`src/rtl/mem_arbiter.sv`:
```
// Shared-memory arbiter: one port multiplexed between instruction fetch and
// load/store, with data priority, fetch anti-starvation and an ack timeout.
module mem_arbiter #(
  parameter int AW         = 32,
  parameter int DW         = 32,
  parameter int STARVE_MAX = 4,
  parameter int TIMEOUT    = 64
) (
  input  logic            clk,
  input  logic            rst,
  input  logic            i_req,
  input  logic [AW-1:0]   i_addr,
  output logic            i_ack,
  output logic [DW-1:0]   i_rdata,
  input  logic            d_req,
  input  logic            d_we,
  input  logic [AW-1:0]   d_addr,
  input  logic [DW-1:0]   d_wdata,
  input  logic [DW/8-1:0] d_wmask,
  output logic            d_ack,
  output logic [DW-1:0]   d_rdata,
  output logic            err,
  output logic            m_req,
  output logic            m_we,
  output logic [AW-1:0]   m_addr,
  output logic [DW-1:0]   m_wdata,
  output logic [DW/8-1:0] m_wmask,
  input  logic            m_ack,
  input  logic [DW-1:0]   m_rdata,
  output logic [1:0]      grant
);

  localparam int MW = DW / 8;
  localparam int SW = $clog2(STARVE_MAX + 1);
  localparam int TW = (TIMEOUT > 1) ? $clog2(TIMEOUT) : 1;
  localparam logic [SW-1:0] SMAX  = SW'(STARVE_MAX);
  localparam logic [TW-1:0] TLAST = TW'((TIMEOUT > 0) ? TIMEOUT - 1 : 0);

  localparam logic [1:0] GNT_NONE = 2'b00;
  localparam logic [1:0] GNT_I    = 2'b01;
  localparam logic [1:0] GNT_D    = 2'b10;

  typedef enum logic [1:0] {IDLE, BUSY, RESP} state_t;

  state_t          state_q, state_d;
  logic [1:0]      grant_q, grant_d;
  logic            we_q, we_d;
  logic [AW-1:0]   addr_q, addr_d;
  logic [DW-1:0]   wdata_q, wdata_d;
  logic [MW-1:0]   wmask_q, wmask_d;
  logic [DW-1:0]   rdata_q, rdata_d;
  logic            err_q, err_d;
  logic [TW-1:0]   timer_q, timer_d;
  logic [SW-1:0]   starve_q, starve_d;

  always_ff @(posedge clk or posedge rst) begin
    if (rst) begin
      state_q  <= IDLE;
      grant_q  <= GNT_NONE;
      we_q     <= 1'b0;
      addr_q   <= '0;
      wdata_q  <= '0;
      wmask_q  <= '0;
      rdata_q  <= '0;
      err_q    <= 1'b0;
      timer_q  <= '0;
      starve_q <= '0;
    end else begin
      state_q  <= state_d;
      grant_q  <= grant_d;
      we_q     <= we_d;
      addr_q   <= addr_d;
      wdata_q  <= wdata_d;
      wmask_q  <= wmask_d;
      rdata_q  <= rdata_d;
      err_q    <= err_d;
      timer_q  <= timer_d;
      starve_q <= starve_d;
    end
  end

  always_comb begin
    state_d  = state_q;
    grant_d  = grant_q;
    we_d     = we_q;
    addr_d   = addr_q;
    wdata_d  = wdata_q;
    wmask_d  = wmask_q;
    rdata_d  = rdata_q;
    err_d    = err_q;
    timer_d  = timer_q;
    starve_d = starve_q;
    case (state_q)
      IDLE: begin
        if (d_req && (!i_req || (starve_q < SMAX))) begin
          state_d = BUSY;
          grant_d = GNT_D;
          we_d    = d_we;
          addr_d  = d_addr;
          wdata_d = d_wdata;
          wmask_d = d_we ? d_wmask : '0;
          timer_d = '0;
          err_d   = 1'b0;
          // Winning over a pending fetch implies starve_q < SMAX, so this saturates.
          starve_d = i_req ? starve_q + SW'(1) : '0;
        end else if (i_req) begin
          state_d  = BUSY;
          grant_d  = GNT_I;
          we_d     = 1'b0;
          addr_d   = i_addr;
          wdata_d  = '0;
          wmask_d  = '0;
          timer_d  = '0;
          err_d    = 1'b0;
          starve_d = '0;
        end
      end
      BUSY: begin
        if (m_ack) begin
          state_d = RESP;
          rdata_d = we_q ? '0 : m_rdata;
          err_d   = 1'b0;
        end else if ((TIMEOUT > 0) && (timer_q == TLAST)) begin
          state_d = RESP;
          rdata_d = '0;
          err_d   = 1'b1;
        end else begin
          timer_d = timer_q + TW'(1);
        end
      end
      RESP: begin
        state_d = IDLE;
        grant_d = GNT_NONE;
      end
      default: begin
        state_d = IDLE;
        grant_d = GNT_NONE;
      end
    endcase
  end

  assign m_req   = (state_q == BUSY);
  assign m_we    = we_q;
  assign m_addr  = addr_q;
  assign m_wdata = wdata_q;
  assign m_wmask = wmask_q;
  assign grant   = grant_q;
  assign i_ack   = (state_q == RESP) && (grant_q == GNT_I);
  assign d_ack   = (state_q == RESP) && (grant_q == GNT_D);
  assign i_rdata = i_ack ? rdata_q : '0;
  assign d_rdata = d_ack ? rdata_q : '0;
  assign err     = (state_q == RESP) && err_q;

endmodule
```
`config.mk`:
```
export PLATFORM = sky130hd
export DESIGN_NAME = mem_arbiter
export DESIGN_NICKNAME = d
export VERILOG_FILES = /design/src/rtl/mem_arbiter.sv
export SDC_FILE = /design/constraint.sdc
export NUM_CORES = 1
export LEC_CHECK = 0
export BUFFER_PORTS_ARGS = -buffer_cell sky130_fd_sc_hd__buf_2
export CORE_MARGIN = 1.5
export CORE_UTILIZATION = 40
export DETAILED_ROUTE_END_ITERATION = 8
export MAX_ROUTING_LAYER = met4
export PLACE_DENSITY_LB_ADDON = 0.08
export RECOVER_POWER = 25
export SLEW_MARGIN = 30
export SYNTH_ARGS = -nofsm -noshare
export SYNTH_HDL_FRONTEND = slang
export SYNTH_SLANG_ARGS = --single-unit
```
`constraint.sdc`:
```
create_clock -name clk -period 6.5 [get_ports clk]
set_input_delay 1.3 -clock clk [delete_from_list [all_inputs] [get_ports clk]]
set_output_delay 1.3 -clock clk [all_outputs]
set_load 0.005 [all_outputs]
```
==> key figures, run 1 <==
Status
  – Result of the run: finished, violations left
  – Violations in the final reports: capacitance limit, slew limit

Finish
  – Number of diodes added for antenna fixing: 0
  – Relative area change from synthesis to final layout: 40.57%
  – Post-layout instance count excluding filler cells: 899
  – Most common library cell in the layout ignoring fill and taps: sky130_fd_sc_hd__buf_2
  – Number of fill cells in the layout: 1145
  – Area of all placed cells without fillers: 7183 um2
  – Net count reported at finish: 854
  – Layout cells sized above 1: 43.19%
  – Commonest non-fill, non-tap cells in the layout: 268 x sky130_fd_sc_hd__buf_2, 115 x sky130_fd_sc_hd__dfrtp_1, 66 x sky130_fd_sc_hd__a22o_1, 65 x sky130_fd_sc_hd__and2_1, 38 x sky130_fd_sc_hd__nand2_1
  – Reg area: 2878 um2
  – Multi-input combinational cell area: 2031 um2

Global route
  – GRT Residual Overflow: 0
  – Overall track demand over capacity in global routing: 19.72%
  – First-pass GRT wire length: 19630 um
  – Number of global-route vias before repair: 3860
  – Initial antenna violation count: 0
  – Maximum number of pins on one net before global-route repair: 65

Power and ir drop
  – Logic pwr share: 30.4%
  – Sw power: 1.006 mW
  – Design internal power: 2.122 mW
  – Largest vdd supply drop: 0.1999 mV
  – Sw frac: 32.17%
  – Clock Power Share: 29.0%
  – P per Cell Area: 435.5 nW/um2
  – P_leak: 3.897 nW
  – Fraction of power consumed by sequential logic: 40.6%

CTS
  – Reg clk slew, reported paths: 50 ps
  – # clock sinks: 115
  – Clk root buf: sky130_fd_sc_hd__clkbuf_16
  – Buffer levels on the longest clock path: 2
  – Total setup buffers inserted after CTS: 0
  – Clk Latency, worst-skew pair: 400 ps
  – Post_cts resized: 0
  – CTS tree: yes
  – Total CTS buffers: 17
  – H-tree level count: 4
  – Hold bufs inserted after CTS: 0

Setup path
  – Start point of the critical path: i_req
  – Worst setup path category: in2reg
  – Arrival time at the worst endpoint: 4200 ps
  – Flop-to-flop setup slack: 3350 ps
  – CP cell instances: clkbuf_1 > a21boi_4 > clkbuf_1 > and2_1 > buf_4 > a32o_1
  – Cell with the largest stage delay on the worst path: sky130_fd_sc_hd__clkbuf_1
  – Type of element capturing the critical path: flop
  – CP Data Required Time: 6830 ps
  – Reg-to-reg critical path startpoint: starve_q[2]
  – Critical Path Most Common Cell: sky130_fd_sc_hd__clkbuf_1
  – Delay contributed by the slowest stage of the critical path: 1610 ps
  – Kind of launch point of the worst setup path: primary input
  – Maximum fanout along the worst path: 40

Drt
  – Drc violations: 0
  – DR pass1 iterations: 4
  – Iteration-0 DRC count of the detailed router: 176
  – Detailed-route via count: 4308
  – Number of nets with antenna violations after routing: 0
  – Final wirelength: 13040 um
  – Average via count per standard cell: 4.792
  – WL/cell: 14.50 um

Die
  – Site row count: 41
  – Number of ports placed on the die boundary: 277
  – Initial core utilization: 40.82%
  – Total die area: 13460 um2
  – Placeable Area: 12520 um2
  – Die extent in y: 116.0 um
  – Floorplan die width: 116.0 um

STA
  – Max frequency: 258.3 MHz
  – Final number of max-transition violations: 92
  – Fin Clk Skew: 6.281 ps
  – Final critical path time including I/O delays and setup: 3871 ps
  – RSZ-0062 raised after global routing: no
  – Total negative slack: 0 ps
  – Portion of the clock cycle consumed by the worst path in the final layout: 59.56%
  – Worst hold slack across all endpoints: 477.7 ps
  – Final setup vio count: 0
  – Worst slew margin: -62.12%
  – Final Hold Fails: 0
  – Slack of the critical path: 2629 ps
  – Slew at the pin closest to its max-slew limit: 2419 ps

Yosys
  – Number of synthesized flops with an enable pin: 0
  – Gate count after technology mapping: 448
  – Synth top area cells: sky130_fd_sc_hd__dfrtp_1 56%, sky130_fd_sc_hd__a22o_1 11%, sky130_fd_sc_hd__and2_1 8.0%, sky130_fd_sc_hd__mux2i_1 6.3%, sky130_fd_sc_hd__o21ai_1 3.3%
  – Synth async-reset ratio: 100.0%
  – Yosys warnings: 0
  – Top cell type's share of synthesized area: 56.32%
  – Count of state elements after synthesis: 115
  – Cell Area, Synth: 5110 um2
  – Top FF cell, synth: sky130_fd_sc_hd__dfrtp_1
  – Average cell area after synthesis: 11.41 um2
  – Number of nets produced by synthesis: 588
  – Synth cell types: 38
  – Seq/Total Area, Yosys: 56.32%
  – Library cell occupying the most area in the post-synthesis netlist: sky130_fd_sc_hd__dfrtp_1

Place
  – Global placement routability congestion: 0.8018
  – Placed wire-length estimate: 9349 um
  – Post-placement worst setup slack: 3239 ps
  – Placed standard-cell area: 6583 um2
  – Placed cells: 866
  – Number of port buffers: 276

Worst hold path
  – Class of the tightest hold or removal check: reg2reg
  – Hold Startpoint: m_addr[17]

Run
  – Number of max-capacitance violations reported: 2
-- final timing paths --
check                                   end  cells after the start
min in group asynchronous       m_wdata[12]                      2
worst min-delay path             m_addr[17]                      2
worst max-delay path            starve_q[2]                      6
worst max register to register  starve_q[2]                      5
max in group asynchronous       rdata_q[23]                      3
worst min register to register   m_addr[17]                      2
-- worst max-delay path, delay by kind of cell --
family | cells | cell delay [ps]
AOI/OAI and AO/OA | 2 | 400
buffers and inverters | 3 | 2210
and+or+nand+nor | 1 | 280
-- synth_stat cells, types with 4 or more instances --
cell type and count:
sky130_fd_sc_hd__o21ai_1 34, sky130_fd_sc_hd__a32o_1 7, sky130_fd_sc_hd__nor2_1 10, sky130_fd_sc_hd__o21ai_0 4, sky130_fd_sc_hd__and2_1 65, sky130_fd_sc_hd__a21oi_1 5
sky130_fd_sc_hd__inv_1 7, sky130_fd_sc_hd__buf_6 5, sky130_fd_sc_hd__clkbuf_1 11, sky130_fd_sc_hd__dfrtp_1 115, sky130_fd_sc_hd__mux2i_1 32, sky130_fd_sc_hd__buf_2 18
sky130_fd_sc_hd__a22o_1 66, sky130_fd_sc_hd__nand2_1 38
-- power by group through the flow --
stage	sequential, mW	combinational [mW]	clock [mW]
6_report	1.27	0.951	0.908
5_1_grt	1.32	1.06	0.972
4_1_cts	1.27	0.954	0.933
3_5_place_dp	1.27	0.959	0
3_3_place_gp	1.27	0.928	0
2_1_floorplan	1.24	0.572	0
-- state kept, by name, indices dropped and copies added, names as in the netlist --
name and flops:
m_addr 32, m_wdata 32, rdata_q 32, timer_q 6, m_wmask 4, starve_q 3, grant 2, state_q 2
err_q 1, m_we 1
-- cell families (layout without fill, tap and decap cells) --
group,count (synthesis),in the layout,share of synthesized area (%)
buffers and inverters,44,323,4.505
and+or+nand+nor,131,131,14.32
adders and majority gates,2,2,0.4896
DFF,115,115,56.32
AOI/OAI and AO/OA,124,124,18.10
muxes,32,32,6.268
-- layer usage --
layer  up-vias  track usage, %  routed length, um
met1      2008           25.61               5772
met4         0           7.805                119
met3         9           4.969                769
met2       168           29.73               6378
li1       2123               -                  -
met5         -               -                  0
-- area by class of cell --
| cell class | count | share of cell area, % |
|---|---|---|
| multi-input combinational | 289 | 28.27 |
| sequential | 115 | 40.06 |
| inverter | 8 | 0.4355 |
| clock buffer | 19 | 6.306 |
| tap | 172 | 2.996 |
| timing repair buffer | 283 | 20.05 |
| clock inverter | 13 | 1.881 |
-- per-stage QoR --
step                      utilization [%]  total power, mW
after detailed placement            52.59            2.227
after global placement              52.59            2.195
after CTS                           57.29            3.156
after global routing                57.39            3.353
after floorplan                         -            1.814
final                               57.39            3.128
No activity file was read; power rests on OpenSTA's default activity.
==> run 2, diff against run 1 <==
Clock period 6.5 ns to 3.4 ns, I/O delays scaled along.
==> key figures, run 2 (same netlist as run 1, synthesis figures left out) <==
Finish
  – Most common library cell in the layout ignoring fill and taps: sky130_fd_sc_hd__buf_2
  – Number of diodes added for antenna fixing: 0
  – Net count reported at finish: 855
  – Area of all placed cells without fillers: 7144 um2
  – Number of fill cells in the layout: 1148
  – Relative area change from synthesis to final layout: 39.81%
  – Commonest non-fill, non-tap cells in the layout: 275 x sky130_fd_sc_hd__buf_2, 115 x sky130_fd_sc_hd__dfrtp_1, 66 x sky130_fd_sc_hd__a22o_1, 65 x sky130_fd_sc_hd__and2_1, 38 x sky130_fd_sc_hd__nand2_1
  – Post-layout instance count excluding filler cells: 897
  – Layout cells sized above 1: 43.72%

Global route
  – Initial antenna violation count: 0
  – Layer with the highest usage after global routing: met2
  – Maximum number of pins on one net before global-route repair: 76
  – GR Util met1: 24.10%
  – Global-route met3 utilization: 5.387%
  – Number of global-route vias before repair: 3827
  – First-pass GRT wire length: 19090 um
  – Overall track demand over capacity in global routing: 19.17%
  – Met2 track demand over resource: 29.84%
  – GRT Residual Overflow: 0

Power and ir drop
  – Clock Power Share: 27.8%
  – Sw power: 1.854 mW
  – Logic pwr share: 31.1%
  – P_leak: 3.920 nW
  – Fraction of power consumed by sequential logic: 41.2%
  – P per Cell Area: 820.2 nW/um2
  – Sw frac: 31.65%
  – Design internal power: 4.005 mW
  – Largest vdd supply drop: 0.4546 mV

Setup path
  – Maximum fanout along the worst path: 33
  – Kind of launch point of the worst setup path: flop
  – Type of element capturing the critical path: output pin
  – Reg2reg path depth: 4
  – Worst setup path category: reg2out
  – Arrival time at the worst endpoint: 1920 ps
  – CP Data Required Time: 2720 ps

CTS
  – Total CTS buffers: 17
  – Post_cts resized: 0
  – H-tree level count: 4
  – Total setup buffers inserted after CTS: 0
  – Clk root buf: sky130_fd_sc_hd__clkbuf_16
  – # clock sinks: 115
  – CTS tree: yes
  – Buffer levels on the longest clock path: 2
  – Reg clk slew, reported paths: 50 ps
  – Clk Latency, worst-skew pair: 410 ps
  – Hold bufs inserted after CTS: 0

STA
  – Worst hold slack across all endpoints: 330.8 ps
  – Slew at the pin closest to its max-slew limit: 1831 ps
  – Worst slew margin: -22.06%
  – Final number of max-transition violations: 76
  – RSZ-0062 raised after global routing: no
  – Final critical path time including I/O delays and setup: 2596 ps
  – Fin Clk Skew: 8.807 ps
  – Portion of the clock cycle consumed by the worst path in the final layout: 76.35%
  – Max frequency: 385.2 MHz
  – Final setup vio count: 0
  – Total negative slack: 0 ps
  – Final Hold Fails: 0

Worst hold path
  – Class of the tightest hold or removal check: in2async

Drt
  – Average via count per standard cell: 4.788
  – Detailed-route via count: 4295
  – Iteration-0 DRC count of the detailed router: 153
  – Final wirelength: 12810 um
  – DR pass1 iterations: 4
  – Number of nets with antenna violations after routing: 0
  – WL/cell: 14.28 um
  – Drc violations: 0

Place
  – Placed cells: 868
  – Global placement routability congestion: 0.8030
  – Placed standard-cell area: 6624 um2
  – Placed wire-length estimate: 9259 um
  – Number of port buffers: 276

Die
  – Site row count: 41
  – Placeable Area: 12520 um2
  – Die extent in y: 116.0 um
  – Total die area: 13460 um2
  – Initial core utilization: 40.82%
  – Floorplan die width: 116.0 um
  – Number of ports placed on the die boundary: 277

Status
  – Result of the run: finished, violations left
  – Violations in the final reports: capacitance limit, slew limit

Run
  – Number of max-capacitance violations reported: 1
==> run 2: cell types whose count changed in the layout (fill, tap and decap cells not counted), moves of 2 or more <==
| cell | delta |
|---|---|
| sky130_fd_sc_hd__buf_2 | +7 |
| sky130_fd_sc_hd__clkinvlp_4 | -5 |
| sky130_fd_sc_hd__clkbuf_1 | -4 |
| sky130_fd_sc_hd__clkbuf_8 | +2 |
| sky130_fd_sc_hd__clkinv_4 | -2 |
==> run 2: power by group through the flow <==
stage               clock, mW  combinational [mW]  sequential [mW]
floorplan                   0                1.09             2.38
global route             1.73                2.04             2.50
CTS                      1.67                1.86             2.41
finish                   1.63                1.82             2.41
detailed placement          0                1.87             2.41
global placement            0                1.82             2.40
==> run 2: per-stage QoR <==
step                worst slack (ps)  power, mW  utilization [%]
finish                         804.0      5.860            57.08
global route                   411.7      6.278            57.08
CTS                            774.5      5.945            57.26
detailed placement              1209      4.281            52.92
global placement                1271      4.222            52.92
floorplan                       1321      3.469                -
==> run 2: final cells by class <==
| class | count | area [um2] | area share [%] |
|---|---|---|---|
| clock buffers | 23 | 488.0 | 6.830 |
| clock inverters | 6 | 55.05 | 0.7706 |
| well taps | 172 | 215.2 | 3.012 |
| inverters | 8 | 31.28 | 0.4378 |
| flip-flops and latches | 115 | 2878 | 40.28 |
| multi-input cells | 289 | 2031 | 28.42 |
| repair buffers | 284 | 1446 | 20.25 |
==> run 2: final timing paths <==
check	endpoint	slack, ps	start
max	d_rdata[3]	800	state_q[0]
min	m_wdata[13]	330	rst
max reg2reg	rdata_q[22]	1280	state_q[1]
min reg2reg	m_addr[4]	470	m_addr[4]
max in group asynchronous	m_addr[3]	900	rst
min in group clk	m_addr[4]	470	m_addr[4]
==> run 2: per-layer routing <==
metal	vias to the layer above	share of wire, %
met1	1979	44
met3	12	6.3
met2	175	49
met5	-	0
li1	2129	-
met4	0	1.0
==> run 2: critical path: stages, from the launching register on <==
cell and delay [ps]:
sky130_fd_sc_hd__dfrtp_1 480, sky130_fd_sc_hd__and4bb_2 710, sky130_fd_sc_hd__and2_1 210, sky130_fd_sc_hd__buf_2 110
==> run 3, diff against run 2 <==
Settings changed: ABC_AREA set to 1.
Clock period 3.4 ns to 2.6 ns, I/O delays scaled along.
==> key figures, run 3 <==
STA
  – Final number of max-transition violations: 0
  – Fin Clk Skew: 6.638 ps
  – Slew at the pin closest to its max-slew limit: 1423 ps
  – Worst hold slack across all endpoints: 321.4 ps
  – Final critical path time including I/O delays and setup: 2156 ps
  – RSZ-0062 raised after global routing: no
  – Slack of the critical path: 444.0 ps
  – Worst slew margin: 4.631%
  – Final Hold Fails: 0
  – Total negative slack: 0 ps
  – Final setup vio count: 0
  – Max frequency: 463.8 MHz
  – Portion of the clock cycle consumed by the worst path in the final layout: 82.92%

Place
  – Placed wire-length estimate: 9984 um
  – Number of port buffers: 276
  – Global placement routability congestion: 0.7978
  – Post-placement worst setup slack: 669.5 ps

Setup path
  – Type of element capturing the critical path: output pin
  – Maximum fanout along the worst path: 33
  – Kind of launch point of the worst setup path: flop
  – Reg-to-reg critical path startpoint: timer_q[0]
  – Flop-to-flop setup slack: 710 ps
  – Arrival time at the worst endpoint: 1640 ps
  – Worst setup path category: reg2out
  – Start point of the critical path: state_q[1]
  – CP Data Required Time: 2080 ps

Power and ir drop
  – Power after layout: 7.819 mW
  – P per Cell Area: 1093 nW/um2
  – Design internal power: 5.054 mW
  – Fraction of power consumed by sequential logic: 38.4%
  – Largest vdd supply drop: 0.5482 mV
  – Sw frac: 35.36%
  – P_leak: 3.851 nW
  – Sw power: 2.765 mW
  – Clock Power Share: 28.6%
  – Logic pwr share: 33.0%

CTS
  – Post_cts resized: 0
  – Hold bufs inserted after CTS: 0
  – Buffer levels on the longest clock path: 2
  – CTS tree: yes
  – Total setup buffers inserted after CTS: 0
  – Total CTS buffers: 17
  – # clock sinks: 115
  – Clk root buf: sky130_fd_sc_hd__clkbuf_16
  – Clk Latency, worst-skew pair: 410 ps
  – H-tree level count: 4
  – Reg clk slew, reported paths: 60 ps

Die
  – Floorplan die width: 116.3 um
  – Total die area: 13530 um2
  – Initial core utilization: 40.86%
  – Number of ports placed on the die boundary: 277
  – Die extent in y: 116.3 um
  – Placeable Area: 12570 um2
  – Site row count: 41

Yosys
  – Number of nets produced by synthesis: 717
  – Top cell type's share of synthesized area: 56.04%
  – Seq/Total Area, Yosys: 56.04%
  – Top FF cell, synth: sky130_fd_sc_hd__dfrtp_1
  – Gate count after technology mapping: 577
  – Count of state elements after synthesis: 115
  – Cell Area, Synth: 5135 um2
  – Post-synthesis adder-cell area fraction: 0.4873%
  – Yosys warnings: 0
  – Commonest cells in the netlist: 115 x sky130_fd_sc_hd__dfrtp_1, 108 x sky130_fd_sc_hd__nor2_1, 106 x sky130_fd_sc_hd__nand2_1
  – XOR/XNOR Fraction of Synth Area: 0%
  – Post-synthesis share of cell area spent on and, or, nand and nor gates: 21.95%
  – Dominant combinational cell family by area after synthesis: simple AND/OR/NAND/NOR gates
  – Mux contribution to synthesized area: 0%
  – Synth cell types: 24
  – Average cell area after synthesis: 8.899 um2
  – Most frequently used cell type in the post-synthesis netlist: sky130_fd_sc_hd__dfrtp_1
  – Synth top area cells: sky130_fd_sc_hd__dfrtp_1 56%, sky130_fd_sc_hd__nor2_1 7.9%, sky130_fd_sc_hd__nand2_1 7.7%, sky130_fd_sc_hd__a22o_1 5.5%, sky130_fd_sc_hd__nand4_1 4.0%
  – Library cell occupying the most area in the post-synthesis netlist: sky130_fd_sc_hd__dfrtp_1
  – Number of synthesized flops with an enable pin: 0
  – Synth async-reset ratio: 100.0%
  – Compound-Gate Fraction of Synth Area: 13.72%

Drt
  – Number of nets with antenna violations after routing: 0
  – DR pass1 iterations: 4
  – Final wirelength: 14230 um
  – WL/cell: 13.87 um
  – Drc violations: 0
  – Iteration-0 DRC count of the detailed router: 237
  – Average via count per standard cell: 4.864
  – Detailed-route via count: 4990

Global route
  – Number of global-route vias before repair: 4459
  – First-pass GRT wire length: 22070 um
  – Overall track demand over capacity in global routing: 21.86%
  – Maximum number of pins on one net before global-route repair: 66
  – Initial antenna violation count: 0
  – GRT Residual Overflow: 0

Status
  – Result of the run: finished, final reports clean

Finish
  – Relative area change from synthesis to final layout: 39.28%
  – Commonest non-fill, non-tap cells in the layout: 276 x sky130_fd_sc_hd__buf_2, 115 x sky130_fd_sc_hd__dfrtp_1, 108 x sky130_fd_sc_hd__nor2_1, 106 x sky130_fd_sc_hd__nand2_1, 41 x sky130_fd_sc_hd__inv_1
  – Net count reported at finish: 982
  – Layout cells sized above 1: 38.88%
  – Number of diodes added for antenna fixing: 0
  – Utilization of the core after routing: 56.90%
  – Most common library cell in the layout ignoring fill and taps: sky130_fd_sc_hd__buf_2

Run
  – Number of max-capacitance violations reported: 0

Worst hold path
  – Hold Startpoint: d_wdata[3]
  – Class of the tightest hold or removal check: in2reg
-- run 3: cell count changes after synthesis, moves of 33 or more --
cell                      before  now
sky130_fd_sc_hd__nor2_1       10  108
sky130_fd_sc_hd__nand2_1      38  106
sky130_fd_sc_hd__and2_1       65    0
sky130_fd_sc_hd__inv_1         7   43
sky130_fd_sc_hd__a22o_1       66   32
sky130_fd_sc_hd__nand4_1       0   33
-- run 3: area by class of cell --
cell class | instances | area (um2)
sequential | 115 | 2878
multi-input combinational | 374 | 1857
clock inverter | 14 | 141.4
inverter | 48 | 181.4
timing repair buffer | 286 | 1454
tap | 172 | 215.2
fill | 1169 | 5416
clock buffer | 17 | 425.4
-- run 3: cells by family (layout without fill, tap and decap cells) --
kind of cell / count (synthesis) / count (layout)
AO/OA/AOI/OAI: 106 / 106
adder cells (fa/ha/maj): 2 / 2
buffers and inverters: 88 / 365
flip-flops: 115 / 115
AND/OR/NAND/NOR: 266 / 266
-- run 3: worst paths after layout --
path | to | depth (start not counted)
hold / removal | m_wdata[3] | 2
min in group asynchronous | m_wdata[24] | 2
hold reg to reg | m_wmask[3] | 2
setup reg to reg | rdata_q[9] | 6
setup / recovery | d_rdata[21] | 6
max in group asynchronous | m_addr[28] | 3
-- run 3: per-stage QoR --
| stage | area, um2 | cells |
|---|---|---|
| after global routing | 7152 | 1026 |
| after CTS | 7169 | 1026 |
| after global placement | 6603 | 995 |
| after floorplan | 5139 | 577 |
| final | 7152 | 1026 |
| after detailed placement | 6603 | 995 |
-- run 3: per-layer routing --
layer | up-vias | routed length (um) | track usage [%]
li1 | 2449 | - | -
met1 | 2330 | 6233 | 28.10
met2 | 190 | 6799 | 33.96
met3 | 21 | 947 | 5.086
met4 | 0 | 251 | 8.049
met5 | - | 0 | -
-- run 3: worst max-delay path, stage by stage (launching register included) --
cell	delay, ps
sky130_fd_sc_hd__dfrtp_1	450
sky130_fd_sc_hd__inv_2	60
sky130_fd_sc_hd__nor2_1	120
sky130_fd_sc_hd__nand3_1	80
sky130_fd_sc_hd__buf_4	240
sky130_fd_sc_hd__nor2_1	140
sky130_fd_sc_hd__buf_2	130
-- run 3: power groups by stage --
stage               combinational [mW]  clock (mW)  sequential (mW)
floorplan                         1.63           0             3.01
global placement                  2.56           0             3.01
detailed placement                2.65           0             3.01
CTS                               2.64        2.27             3.01
global route                      2.94        2.38             3.10
finish                            2.58        2.23             3.00
